$ cat src/rtl/seven_seg_scan_decoder_if.sv
// Bus bundle for the 7-segment scan decoder: the observed multiplexed display
// lines (digit enables plus segments A..G) and the recovered frame outputs.
interface seven_seg_scan_decoder_if #(
  parameter int NUM_DIGITS = 4
);
  logic [NUM_DIGITS-1:0]   digit_en;
  logic                    A;
  logic                    B;
  logic                    C;
  logic                    D;
  logic                    E;
  logic                    F;
  logic                    G;
  logic [4*NUM_DIGITS-1:0] bcd_out;
  logic                    frame_valid;
  logic [NUM_DIGITS-1:0]   digit_err;
  logic                    frame_abort;

  // master drives the display bus and watches the results; slave is the decoder
  modport master (
    output digit_en, A, B, C, D, E, F, G,
    input  bcd_out, frame_valid, digit_err, frame_abort
  );

  modport slave (
    input  digit_en, A, B, C, D, E, F, G,
    output bcd_out, frame_valid, digit_err, frame_abort
  );
endinterface

$ cat src/rtl/seven_seg_scan_decoder.sv
// Recovers BCD digits from a multiplexed active-high 7-segment display bus,
// filtering scan glitches and emitting each complete frame atomically.
module seven_seg_scan_decoder #(
  parameter int NUM_DIGITS    = 4,
  parameter int STABLE_CYCLES = 3,
  parameter int CNT_W         = 4
) (
  input  logic                    clk,
  input  logic                    rst_n,
  seven_seg_scan_decoder_if.slave bus
);

  typedef enum logic {SYNC, COLLECT} state_t;

  localparam int                    IDX_W      = $clog2(NUM_DIGITS);
  localparam logic [CNT_W-1:0]      STABLE_MAX = CNT_W'(STABLE_CYCLES);
  localparam logic [NUM_DIGITS-1:0] ALL_ONES   = '1;
  localparam logic [NUM_DIGITS-1:0] FIRST_BIT  = NUM_DIGITS'(1);

  logic [NUM_DIGITS-1:0] in_en;
  logic [6:0]            in_seg;
  logic [NUM_DIGITS-1:0] s_en;
  logic [6:0]            s_seg;
  logic [CNT_W-1:0]      count;
  logic [CNT_W-1:0]      count_next;
  logic                  in_onehot;
  logic                  same;
  logic                  capture;
  logic [IDX_W-1:0]      cap_idx;
  logic [3:0]            cap_nib;
  logic                  cap_bad;

  state_t                state;
  state_t                state_next;
  logic [NUM_DIGITS-1:0] mask;
  logic [NUM_DIGITS-1:0] mask_next;
  logic                  complete;
  logic                  is_d0;
  logic                  write_en;
  logic                  transfer;
  logic                  abort;
  logic                  clear_err;

  logic [3:0]              shadow_nib [NUM_DIGITS];
  logic [NUM_DIGITS-1:0]   shadow_err;
  logic [4*NUM_DIGITS-1:0] bcd_reg;
  logic [NUM_DIGITS-1:0]   err_reg;
  logic                    valid_reg;
  logic                    abort_reg;

  function automatic logic [4:0] decode_seg(input logic [6:0] seg);
    logic [4:0] res;
    case (seg)
      7'b1111110: res = 5'h00;
      7'b0110000: res = 5'h01;
      7'b1101101: res = 5'h02;
      7'b1111001: res = 5'h03;
      7'b0110011: res = 5'h04;
      7'b1011011: res = 5'h05;
      7'b1011111: res = 5'h06;
      7'b1110000: res = 5'h07;
      7'b1111111: res = 5'h08;
      7'b1111011: res = 5'h09;
      default:    res = 5'h1F;
    endcase
    return res;
  endfunction

  assign in_en  = bus.digit_en;
  assign in_seg = {bus.A, bus.B, bus.C, bus.D, bus.E, bus.F, bus.G};

  // Stability is judged on the value being sampled this edge against the one
  // already held, so a capture lands on the same edge the count reaches its goal.
  always_comb begin
    in_onehot = (in_en != '0) && ((in_en & (in_en - NUM_DIGITS'(1))) == '0);
    same      = in_onehot && (in_en == s_en) && (in_seg == s_seg);
    if (same) begin
      count_next = (count == STABLE_MAX) ? count : count + CNT_W'(1);
    end else begin
      count_next = in_onehot ? CNT_W'(1) : '0;
    end
    capture = (count_next == STABLE_MAX) && !(same && (count == STABLE_MAX));
  end

  always_comb begin
    cap_idx = '0;
    for (int i = 0; i < NUM_DIGITS; i++) begin
      if (in_en[i]) cap_idx = IDX_W'(i);
    end
    {cap_bad, cap_nib} = decode_seg(in_seg);
  end

  always_ff @(posedge clk) begin
    if (!rst_n) begin
      s_en  <= '0;
      s_seg <= '0;
      count <= '0;
    end else begin
      s_en  <= in_en;
      s_seg <= in_seg;
      count <= count_next;
    end
  end

  assign complete = (state == COLLECT) && (mask == ALL_ONES);
  assign is_d0    = capture && (cap_idx == '0);

  always_ff @(posedge clk) begin
    if (!rst_n) state <= SYNC;
    else        state <= state_next;
  end

  always_comb begin
    state_next = state;
    case (state)
      SYNC: begin
        if (is_d0) state_next = COLLECT;
      end
      COLLECT: begin
        if (complete) begin
          state_next = is_d0 ? COLLECT : SYNC;
        end else if (capture && mask[cap_idx] && !is_d0) begin
          state_next = SYNC;
        end
      end
      default: state_next = SYNC;
    endcase
  end

  // A capture coinciding with frame completion is judged by the SYNC rules,
  // so it can only open the next frame, never abort the finishing one.
  always_comb begin
    write_en  = 1'b0;
    transfer  = 1'b0;
    abort     = 1'b0;
    clear_err = 1'b0;
    mask_next = mask;
    case (state)
      SYNC: begin
        if (is_d0) begin
          write_en  = 1'b1;
          mask_next = FIRST_BIT;
        end
      end
      COLLECT: begin
        if (complete) begin
          transfer  = 1'b1;
          mask_next = '0;
          if (is_d0) begin
            write_en  = 1'b1;
            mask_next = FIRST_BIT;
          end
        end else if (capture) begin
          if (!mask[cap_idx]) begin
            write_en  = 1'b1;
            mask_next = mask | (FIRST_BIT << cap_idx);
          end else begin
            abort     = 1'b1;
            clear_err = 1'b1;
            mask_next = '0;
            if (is_d0) begin
              write_en  = 1'b1;
              mask_next = FIRST_BIT;
            end
          end
        end
      end
      default: mask_next = '0;
    endcase
  end

  always_ff @(posedge clk) begin
    if (!rst_n) begin
      mask       <= '0;
      shadow_err <= '0;
      bcd_reg    <= '0;
      err_reg    <= '0;
      valid_reg  <= 1'b0;
      abort_reg  <= 1'b0;
      for (int i = 0; i < NUM_DIGITS; i++) shadow_nib[i] <= '0;
    end else begin
      mask      <= mask_next;
      valid_reg <= transfer;
      abort_reg <= abort;
      if (clear_err) shadow_err <= '0;
      if (write_en) begin
        shadow_nib[cap_idx] <= cap_nib;
        shadow_err[cap_idx] <= cap_bad;
      end
      if (transfer) begin
        for (int i = 0; i < NUM_DIGITS; i++) bcd_reg[4*i +: 4] <= shadow_nib[i];
        err_reg <= shadow_err;
      end
    end
  end

  assign bus.bcd_out     = bcd_reg;
  assign bus.digit_err   = err_reg;
  assign bus.frame_valid = valid_reg;
  assign bus.frame_abort = abort_reg;

endmodule

$ cat src/flat_wrapper.sv
// flat-port wrapper written by rule: the top's interface ports become plain ports
module seven_seg_scan_decoder_flat 
#(
  parameter int NUM_DIGITS    = 4,
  parameter int STABLE_CYCLES = 3,
  parameter int CNT_W         = 4
)
  (clk, rst_n, bus_digit_en, bus_A, bus_B, bus_C, bus_D, bus_E, bus_F, bus_G, bus_bcd_out, bus_frame_valid, bus_digit_err, bus_frame_abort);
  seven_seg_scan_decoder_if #(.NUM_DIGITS(NUM_DIGITS)) bus_i ();
  input  logic clk;
  input  logic rst_n;
  input wire logic [$bits(bus_i.digit_en)-1:0] bus_digit_en;
  input wire logic [$bits(bus_i.A)-1:0] bus_A;
  input wire logic [$bits(bus_i.B)-1:0] bus_B;
  input wire logic [$bits(bus_i.C)-1:0] bus_C;
  input wire logic [$bits(bus_i.D)-1:0] bus_D;
  input wire logic [$bits(bus_i.E)-1:0] bus_E;
  input wire logic [$bits(bus_i.F)-1:0] bus_F;
  input wire logic [$bits(bus_i.G)-1:0] bus_G;
  output wire logic [$bits(bus_i.bcd_out)-1:0] bus_bcd_out;
  output wire logic [$bits(bus_i.frame_valid)-1:0] bus_frame_valid;
  output wire logic [$bits(bus_i.digit_err)-1:0] bus_digit_err;
  output wire logic [$bits(bus_i.frame_abort)-1:0] bus_frame_abort;
  assign bus_i.digit_en = bus_digit_en;
  assign bus_i.A = bus_A;
  assign bus_i.B = bus_B;
  assign bus_i.C = bus_C;
  assign bus_i.D = bus_D;
  assign bus_i.E = bus_E;
  assign bus_i.F = bus_F;
  assign bus_i.G = bus_G;
  assign bus_bcd_out = bus_i.bcd_out;
  assign bus_frame_valid = bus_i.frame_valid;
  assign bus_digit_err = bus_i.digit_err;
  assign bus_frame_abort = bus_i.frame_abort;
  seven_seg_scan_decoder #(.NUM_DIGITS(NUM_DIGITS), .STABLE_CYCLES(STABLE_CYCLES), .CNT_W(CNT_W)) u_core (.clk(clk), .rst_n(rst_n), .bus(bus_i));
endmodule
$ cat config.mk
export PLATFORM = sky130hd
export DESIGN_NAME = seven_seg_scan_decoder_flat
export DESIGN_NICKNAME = d
export VERILOG_FILES = /design/src/rtl/seven_seg_scan_decoder_if.sv /design/src/rtl/seven_seg_scan_decoder.sv /design/src/flat_wrapper.sv
export SDC_FILE = /design/constraint.sdc
export NUM_CORES = 1
export LEC_CHECK = 0
export BUFFER_PORTS_ARGS = -buffer_cell sky130_fd_sc_hd__buf_2
export CAP_MARGIN = 15
export CORE_MARGIN = 3
export CORE_UTILIZATION = 54
export CTS_BUF_LIST = sky130_fd_sc_hd__clkbuf_4 sky130_fd_sc_hd__clkbuf_8
export CTS_CLUSTER_SIZE = 10
export DETAILED_ROUTE_END_ITERATION = 10
export GPL_TIMING_DRIVEN = 0
export PLACE_DENSITY = 0.83
export SYNTH_ARGS = -nofsm -noshare
export SYNTH_HDL_FRONTEND = slang
export SYNTH_SLANG_ARGS = --single-unit
$ cat constraint.sdc
create_clock -name clk -period 3.05 [get_ports clk]
set_input_delay 0.305 -clock clk [delete_from_list [all_inputs] [get_ports clk]]
set_output_delay 0.305 -clock clk [all_outputs]
set_load 0.02 [all_outputs]
* After elaboration in Yosys (flattened, before gate mapping) *
Memory sizes are Yosys's and may differ from the RTL's. A register that Yosys moved wholly into a read port is not among the register bits.
Index checks and enable logic that the tools add are counted.

storage, ports and cells
  flip-flop bits (word level) = 30
  ROM bits = 0
  bits in latches = 0
  memories kept = 1
  memory bits (writable) = 16
  word-level logic and storage cells = 98

memories
  name               depth  width  read ports  clocked after memory_dff  write ports  line                          RTL
  u_core.shadow_nib  4      4      4           4                         4            seven_seg_scan_decoder.sv:44  logic [3:0] shadow_nib [NUM_DIGITS];

cells by class
  magnitude comparators = 2
  multiplexer cells = 42
  $mul = 0
  $add $sub $neg = 2
  equal/unequal tests = 17
  div/mod/pow operators = 0
  bitwise logic cells = 3
  shift-type cells = 1
  reduce and logical (&&, ||, !) cells = 21

operator list
  cell                 number
  $eq 7x7->1 const B   8
  $pmux 5 s10          1
  $mux 4               10
  $mux 1               22
  $eq 7x6->1 const B   2
  $logic_and 1x1->1    10
  $eq 4x2->1 const B   2
  $pmux 4 s2           1
  $eq 7x7->1           1
  $logic_not 1->1      6
  $mux 2               3
  $add 4x1->4 const B  1
  $and 4x4->4          1
  $bwmux 4             1
  $eq 4x4->1           1
  $eq 4x4->1 const B   1
  $logic_not 4->1      1
  $or 4x4->4           1
  $pmux 1 s2           2
  $reduce_bool 4->1    1
  $reduce_or 4->1      1
  $shl 1x2->4 const A  1
  $sub 4x1->4 const B  1
  $lt 2x3->1 const B   1
  8 further kinds      8

* Depth between registers and ports, before layout *
Gate-level depths: netlist (run 1).

  depth in word-level cells = 20
  depth in mapped cells = 8
  mapped depth without buffers = 7

* Least setup slack after synthesis (run 1) *
OpenSTA, ideal clock, no wires.

  path type = register to register
  start point = register u_core.count[0]
  end point = memory u_core.shadow_nib[3][0] (enable)
  setup slack = 0.955 ns
  library setup time = 0.308 ns
  stages on the path, launching flop included = 9
  data arrival time = 1.787 ns
  clock period less this slack = 2.095 ns
  buffers on the path = 1
  data required time = 2.742 ns
  cells stage by stage = dfxtp_1 ha_1 xor2_1 nor4b_4 and4_1 and2_4 buf_6 nand3_1 nand2_1

RTL lines
  element                   line                           RTL
  start: declaration        seven_seg_scan_decoder.sv:24   logic [CNT_W-1:0] count;
  start signal: assignment  seven_seg_scan_decoder.sv:101  count <= count_next;
  end: declaration          seven_seg_scan_decoder.sv:44

==> results of run 1 <==
==> state kept, by name, summed over array words and instances, names as in the netlist <==
name                    flops
u_core.shadow_nib          16
u_core.bus.frame_abort      1
u_core.s_en                 4
u_core.shadow_err           4
u_core.s_seg                7
u_core.count                4
u_core.state                1
u_core.mask                 4
u_core.bus.frame_valid      1
u_core.bus.digit_err        4
u_core.bus.bcd_out         16
==> worst max path at each step <==
stage | cells past startpoint | end | slack (ns) | start
after CTS | 8 | u_core.shadow_nib[3][1]$_DFFE_PP_ | 0.68 | u_core.count[0]$_SDFF_PN0_
final | 8 | u_core.shadow_nib[3][0]$_DFFE_PP_ | 0.66 | u_core.count[0]$_SDFF_PN0_
after detailed placement | 8 | u_core.shadow_nib[3][0]$_DFFE_PP_ | 0.68 | u_core.count[0]$_SDFF_PN0_
after global routing | 8 | u_core.shadow_nib[3][1]$_DFFE_PP_ | 0.55 | u_core.count[0]$_SDFF_PN0_
after global placement | 8 | u_core.shadow_nib[3][2]$_DFFE_PP_ | 0.70 | u_core.count[0]$_SDFF_PN0_
after floorplan | 8 | u_core.shadow_nib[3][0]$_DFFE_PP_ | 0.96 | u_core.count[0]$_SDFF_PN0_
==> layout by cell type (no fill, tap or decap), types with 8 or more instances in the layout <==
master	count
and2_1	10
dfxtp_1	46
nand2_1	53
clkbuf_1	8
nor3_1	8
clkbuf_8	9
a21oi_1	28
nand4_1	8
xor2_1	15
buf_2	35
nor2_1	26
edfxtp_1	16
nand3_1	12
==> power by group through the flow <==
stage               Sequential (W)  Clock [W]  Combinational (W)
floorplan                 0.000882          0          0.0000771
global placement          0.000884          0           0.000105
detailed placement        0.000884          0           0.000106
CTS                       0.000866   0.000805           0.000108
global route              0.000867   0.000860           0.000121
finish                    0.000866   0.000793           0.000109
==> per-layer routing <==
layer / vias up / part of all wire
met3: 13 / 0.060
met2: 86 / 0.47
met4: 0 / 0.021
li1: 1147 / -
met5: - / 0
met1: 1032 / 0.45
==> cell type report <==
class / instances / area (um2) / area share
Clock inverter: 6 / 86.3 / 0.0270
Inverter: 7 / 26.3 / 0.00822
Buffer: 18 / 91.3 / 0.0286
Clock buffer: 10 / 131 / 0.0411
Timing Repair Buffer: 28 / 140 / 0.0438
Sequential cell: 62 / 1400 / 0.438
Multi-Input combinational cell: 221 / 1240 / 0.387
Tap cell: 67 / 83.8 / 0.0262
==> kinds of logic after synthesis <==
group | count (synthesis)
AND/OR/NAND/NOR | 152
flip-flops | 62
AO/OA/AOI/OAI | 52
buffers and inverters | 25
XOR/XNOR | 15
multiplexers | 1
adder cells (fa/ha/maj) | 1
==> stage by stage <==
| stage | instance area [um2] | hold WS (ns) | utilization | power, W |
|---|---|---|---|---|
| finish | 3200 | 0.246 | 0.664 | 0.00177 |
| global route | 3200 | 0.244 | 0.664 | 0.00185 |
| CTS | 3200 | 0.234 | 0.664 | 0.00178 |
| detailed placement | 2980 | 0.444 | 0.618 | 0.000990 |
| global placement | 2980 | 0.440 | 0.618 | 0.000988 |
| floorplan | 2760 | 0.427 | - | 0.000960 |
==> out/metrics.csv, run 1 <==
stage;metric;value;unit
outcome;status;complete, no violations;
cts;CTS tree;done;
synth;Yosys cell types;45;
hold_path;Worst Hold Depth;2;
hold_path;Worst Hold Path EP;u_core.s_en[0]$_SDFF_PN0_;
placement;placed cell count;403;
pwr;Comb pwr share;0.062;
critical_path;critical path class;register to register;
cts;Clock Sinks;62;
global_routing;met3 Track Usage GR;0.0522;
sta;Final Slew Violations;0;
critical_path;Setup crit end kind;register;
synth;Post-synth ARST share;0;
sta;RSZ-0062 raised after global routing;false;
pwr;sequential power share;0.490;
synth;share of Yosys cell area claimed by the top area cell type;0.334;
routing;drt pass-1 iters;4;
sta;Clock Skew;0.00490;ns
routing;Iteration-0 DRC Markers;191;
floorplan;Ports;35;
synth;Post-synth EDFFs;16;
floorplan;die extent in y;77.4;um
pwr;Net Sw Frac;0.228;
critical_path;worst r2r src;u_core.count[0]$_SDFF_PN0_;
global_routing;first-pass GRT wire length;10000;um
global_routing;met2 Track Usage GR;0.332;
placement;port bufs;28;
cts;H-Tree Depth;3;
critical_path;buffers and inverters on the worst path;1;
pwr;pwr dens;553;mW/mm2
synth;Mapped Avg Cell Area;8.95;um2
critical_path;crit path max fanout;10;
critical_path;CP Launch Type;register;
synth;main combinational cell family by area after synthesis;simple AND/OR/NAND/NOR gates;
cts;clk buf depth;2;
critical_path;crit-path cells;ha_1 > xor2_1 > nor4b_4 > and4_1 > and2_4 > buf_6 > nand3_1 > nand2_1;
cts;CTS resizes;0;
global_routing;initial antenna violation count;0;
critical_path;reg-to-reg setup timing slack;0.66;ns
synth;Synth area leaders;dfxtp_1 33%, edfxtp_1 17%, nand2_1 7.2%;
synth;fraction of synthesized area in multiplexers;0.00363;
cts;# hold bufs at CTS;0;
pwr;Worst VDD drop;0.000608;V
critical_path;R2R depth;8;
placement;routability-driven placement congestion ratio;0.969;
cts;clock latency on the worst-skew pair;0.34;ns
synth;area of the mapped netlist;0.00276;mm2
synth;Synth Flop Type;dfxtp_1;
routing;Routed WL per cell;13.9;um
cts;Worst-path clk slew;0.07;ns
synth;Seq/Total Area, Yosys;0.509;
sta;post-route clock period utilization;0.785;
synth;Yosys reg bits;62;
floorplan;Die W;77.4;um
sta;slew margin rel.;0.628;
sta;Final Hold Vio Count;0;
floorplan;total core area;0.00482;mm2
critical_path;slowest CP cell;nor4b_4;
cells_and_area;Filler Cells Inserted;433;
synth;most frequent cells after synthesis;53 x nand2_1, 46 x dfxtp_1, 28 x a21oi_1;
critical_path;Worst R2R End;u_core.shadow_nib[3][0]$_DFFE_PP_;
sta;post-route setup TNS;0;ns
critical_path;Critical Path RT;3.09;ns
cells_and_area;ANT cells;0;
synth;Post-Synth XOR/XNOR Area;0.0477;
routing;DRC Markers;0;
routing;Routed Antenna Nets;0;
synth;adder-cell share of the synthesized area;0.00454;
hold_path;Worst Hold Class;input port to register;
floorplan;row count;25;
synth;Synth Net Count;322;
cells_and_area;share of cells above drive strength 1;0.170;
placement;pre-CTS setup slack;0.681;ns
global_routing;GR peak layer;met2;
pwr;Pint;0.00136;W
routing;Vias;2278;
pwr;Pleak;1.33;nW
routing;vias per cell;5.44;
synth;Compound-Gate Fraction of Synth Area;0.114;
synth;Gate Count Post-Synth;308;
synth;synth warn;0;
floorplan;initial core utilization;0.572;
sta;min Tclk post-route;2.39;ns
cts;total CTS buffers;9;
placement;dpl hpwl;4200;um
sta;final setup margin;0.656;ns
sta;final setup fails;0;
global_routing;number of global-route vias before repair;2213;
sta;Worst Tran Pin Value;0.543;ns
synth;post-synthesis simple-gate area fraction;0.279;
global_routing;largest net degree at the start of global routing;12;
flow_run;# Max-Cap Violations;0;
synth;most frequent cell after synthesis;nand2_1;
cells_and_area;P&R area growth vs syn;16.0;%
critical_path;crit-path leading delay family;simple AND/OR/NAND/NOR gates;
cts;setup bufs post-CTS;0;
pwr;Sw Pwr;0.000404;W
routing;final WL;5850;um
cells_and_area;Finished Layout Cells;419;
synth;leading area contributor after synthesis;dfxtp_1;
pwr;Clk pwr share;0.449;
hold_path;Hold Startpoint;bus_digit_en[0];
critical_path;WP data arrival;2.43;ns
cells_and_area;Final #Nets;361;
cts;Clk Tree Root Cell;clkbuf_8;
global_routing;Total GRT Usage;0.214;
sta;f_max;418;MHz
critical_path;CP peak stage delay;0.39;ns
floorplan;Die ar.;0.00600;mm2
global_routing;met1 usage;0.266;
global_routing;grt total ovfl;0;
(Power assumes the default switching activity.)
==> inputs of run 2 (changes only) <==
--- a/config.mk
+++ b/config.mk
@@ -13,7 +13,7 @@
 export CTS_CLUSTER_SIZE = 10
 export DETAILED_ROUTE_END_ITERATION = 10
 export GPL_TIMING_DRIVEN = 0
-export PLACE_DENSITY = 0.83
+export PLACE_DENSITY = 0.86
 export SYNTH_ARGS = -nofsm -noshare
 export SYNTH_HDL_FRONTEND = slang
 export SYNTH_SLANG_ARGS = --single-unit
==> constraint.sdc (replaced) <==
create_clock -name clk -period 2.2 [get_ports clk]
set_input_delay 0.22 -clock clk [delete_from_list [all_inputs] [get_ports clk]]
set_output_delay 0.22 -clock clk [all_outputs]
set_load 0.02 [all_outputs]
==> run 2 against run 1 <==
Net effect: combinational power increased by 44%; sequential share of layout area down 0.80 points; via count increased by 3.5%; maximum frequency increased by 13%; total power is 40% higher; clock-buffer cell count rose by 1.
==> out/metrics.csv, run 2 (synthesized netlist as in run 1, its figures left out) <==
stage;metric;value;unit
cells_and_area;most common cell after layout, fill and taps aside;nand2_1;
cts;Clock Sinks;62;
sta;Final Slew Violations;0;
pwr;Pleak;1.35;nW
cells_and_area;ANT cells;0;
cts;total CTS buffers;9;
global_routing;number of global-route vias before repair;2272;
critical_path;crit path max fanout;11;
global_routing;first-pass GRT wire length;10300;um
cells_and_area;Design Area, Final;0.00326;mm2
critical_path;Setup crit end kind;register;
critical_path;CP Launch Type;register;
critical_path;worst r2r src;u_core.count[0]$_SDFF_PN0_;
sta;final setup margin;0.0823;ns
routing;DRC Markers;0;
placement;port bufs;28;
pwr;Worst VDD drop;0.000551;V
global_routing;largest net degree at the start of global routing;12;
cts;clk buf depth;2;
sta;slew margin rel.;0.579;
critical_path;buffers and inverters on the worst path;0;
global_routing;grt total ovfl;0;
critical_path;CP peak stage delay;0.35;ns
cts;# hold bufs at CTS;0;
critical_path;crit-path cells;ha_2 > xor2_1 > nor4b_4 > and4_1 > and2_4 > nand3_2 > nand2_4;
critical_path;reg-to-reg setup timing slack;0.08;ns
sta;min Tclk post-route;2.12;ns
sta;Final Hold Vio Count;0;
cts;Worst-path clk slew;0.06;ns
critical_path;critical path class;register to register;
critical_path;Critical Path End;u_core.shadow_nib[3][0]$_DFFE_PP_;
floorplan;die extent in y;77.4;um
sta;Clock Skew;0.00884;ns
cells_and_area;fin util;0.677;
routing;final WL;6070;um
critical_path;CP startpoint;u_core.count[0]$_SDFF_PN0_;
cts;clock latency on the worst-skew pair;0.34;ns
sta;final setup fails;0;
floorplan;row count;25;
critical_path;Worst R2R End;u_core.shadow_nib[3][0]$_DFFE_PP_;
routing;Iteration-0 DRC Markers;116;
sta;post-route clock period utilization;0.963;
critical_path;slowest CP cell;dfxtp_2;
hold_path;Worst Hold Class;input port to register;
floorplan;Ports;35;
cts;H-Tree Depth;3;
critical_path;crit-path leading delay family;simple AND/OR/NAND/NOR gates;
cells_and_area;Filler Cells Inserted;430;
cells_and_area;most frequent cells in the layout;51 x nand2_1, 45 x dfxtp_1, 35 x buf_2, 28 x a21oi_1, 26 x nor2_1;
cts;Clk Tree Root Cell;clkbuf_8;
floorplan;Die W;77.4;um
cells_and_area;Final #Nets;364;
critical_path;WP data arrival;2.17;ns
sta;Worst Tran Pin Value;0.631;ns
critical_path;Worst path depth;7;
cells_and_area;P&R area growth vs syn;18.3;%
critical_path;Critical Path RT;2.25;ns
sta;RSZ-0062 raised after global routing;false;
placement;dpl hpwl;4340;um
routing;vias per cell;5.59;
global_routing;Total GRT Usage;0.220;
routing;Routed WL per cell;14.4;um
floorplan;initial core utilization;0.572;
global_routing;initial antenna violation count;0;
floorplan;total core area;0.00482;mm2
cells_and_area;Multi-input gate area;0.00127;mm2
placement;Cell Area, Placed;0.00298;mm2
critical_path;R2R depth;7;
placement;pre-CTS setup slack;-0.200;ns
cells_and_area;register area;0.00140;mm2
outcome;status;complete, no violations;
pwr;pwr dens;762;mW/mm2
cells_and_area;share of cells above drive strength 1;0.200;
floorplan;Die ar.;0.00600;mm2
routing;Routed Antenna Nets;0;
placement;routability-driven placement congestion ratio;1.00;
flow_run;# Max-Cap Violations;0;
cts;CTS tree;done;
routing;Vias;2358;
routing;drt pass-1 iters;4;
sta;f_max;472;MHz
[run 2: cell types whose count changed in the layout (fill, tap and decap cells not counted), moves of 2 or more]
cell / before / now
nand2_1: 53 / 51
nand3_2: 1 / 3
nand3_1: 12 / 10
buf_4: 0 / 4
[run 2: final cells by class]
type                            instances  area share
Multi-Input combinational cell        221       0.389
Inverter                                7     0.00806
Clock inverter                          5      0.0253
Timing Repair Buffer                   32      0.0522
Sequential cell                        62       0.430
Buffer                                 17      0.0246
Tap cell                               67      0.0257
Clock buffer                           11      0.0445
[run 2: timing repair]
action                                  CTS  global route
pin swaps                                 2             4
resized for setup                         3             6
buffers inserted                          1             3
endpoints found under the setup margin   16            10
[run 2: where the power goes]
group | leakage (nW) | switching [W] | internal (W) | total, W
registers | 0.541 | 0.0000108 | 0.00119 | 0.00120
clock network | 0.117 | 0.000442 | 0.000683 | 0.00112
logic | 0.693 | 0.000102 | 0.0000558 | 0.000157
total | 1.35 | 0.000554 | 0.00193 | 0.00248
[run 2: routing by layer]
layer / global-route usage / share of wire / vias to the layer above
met1: 0.252 / 0.41 / 1086
met3: 0.0696 / 0.074 / 27
met2: 0.369 / 0.48 / 93
li1: - / - / 1152
met5: 0 / 0 / -
met4: 0.109 / 0.036 / 0
[run 2: worst min path at each step]
| stage | from | to | slack, ns | cells past startpoint |
|---|---|---|---|---|
| floorplan | bus_digit_en[0] | u_core.s_en[0]$_SDFF_PN0_ | 0.34 | 1 |
| global route | bus_digit_en[0] | u_core.s_en[0]$_SDFF_PN0_ | 0.15 | 2 |
| finish | bus_digit_en[0] | u_core.s_en[0]$_SDFF_PN0_ | 0.16 | 2 |
| detailed placement | u_core.bus.bcd_out[2]$_SDFFE_PN0P_ | u_core.bus.bcd_out[2]$_SDFFE_PN0P_ | 0.44 | 2 |
| global placement | u_core.bus.bcd_out[6]$_SDFFE_PN0P_ | u_core.bus.bcd_out[6]$_SDFFE_PN0P_ | 0.44 | 2 |
| CTS | bus_digit_en[0] | u_core.s_en[0]$_SDFF_PN0_ | 0.14 | 2 |
[run 2: through the flow]
| stage | setup TNS, ns | std cells | hold slack (ns) | power, W |
|---|---|---|---|---|
| finish | 0 | 422 | 0.161 | 0.00248 |
| global route | 0 | 422 | 0.146 | 0.00257 |
| CTS | 0 | 420 | 0.145 | 0.00250 |
| detailed placement | -1.43 | 403 | 0.444 | 0.00138 |
| global placement | -0.837 | 403 | 0.440 | 0.00137 |
| floorplan | 0 | 308 | 0.342 | 0.00133 |
[run 2: worst register-to-register path, delay by kind of cell, from the launching register on]
family,cells,cell delay (ns)
simple gates,5,1.10
flops,1,0.35
fa+ha+maj,1,0.21
xor+xnor,1,0.17
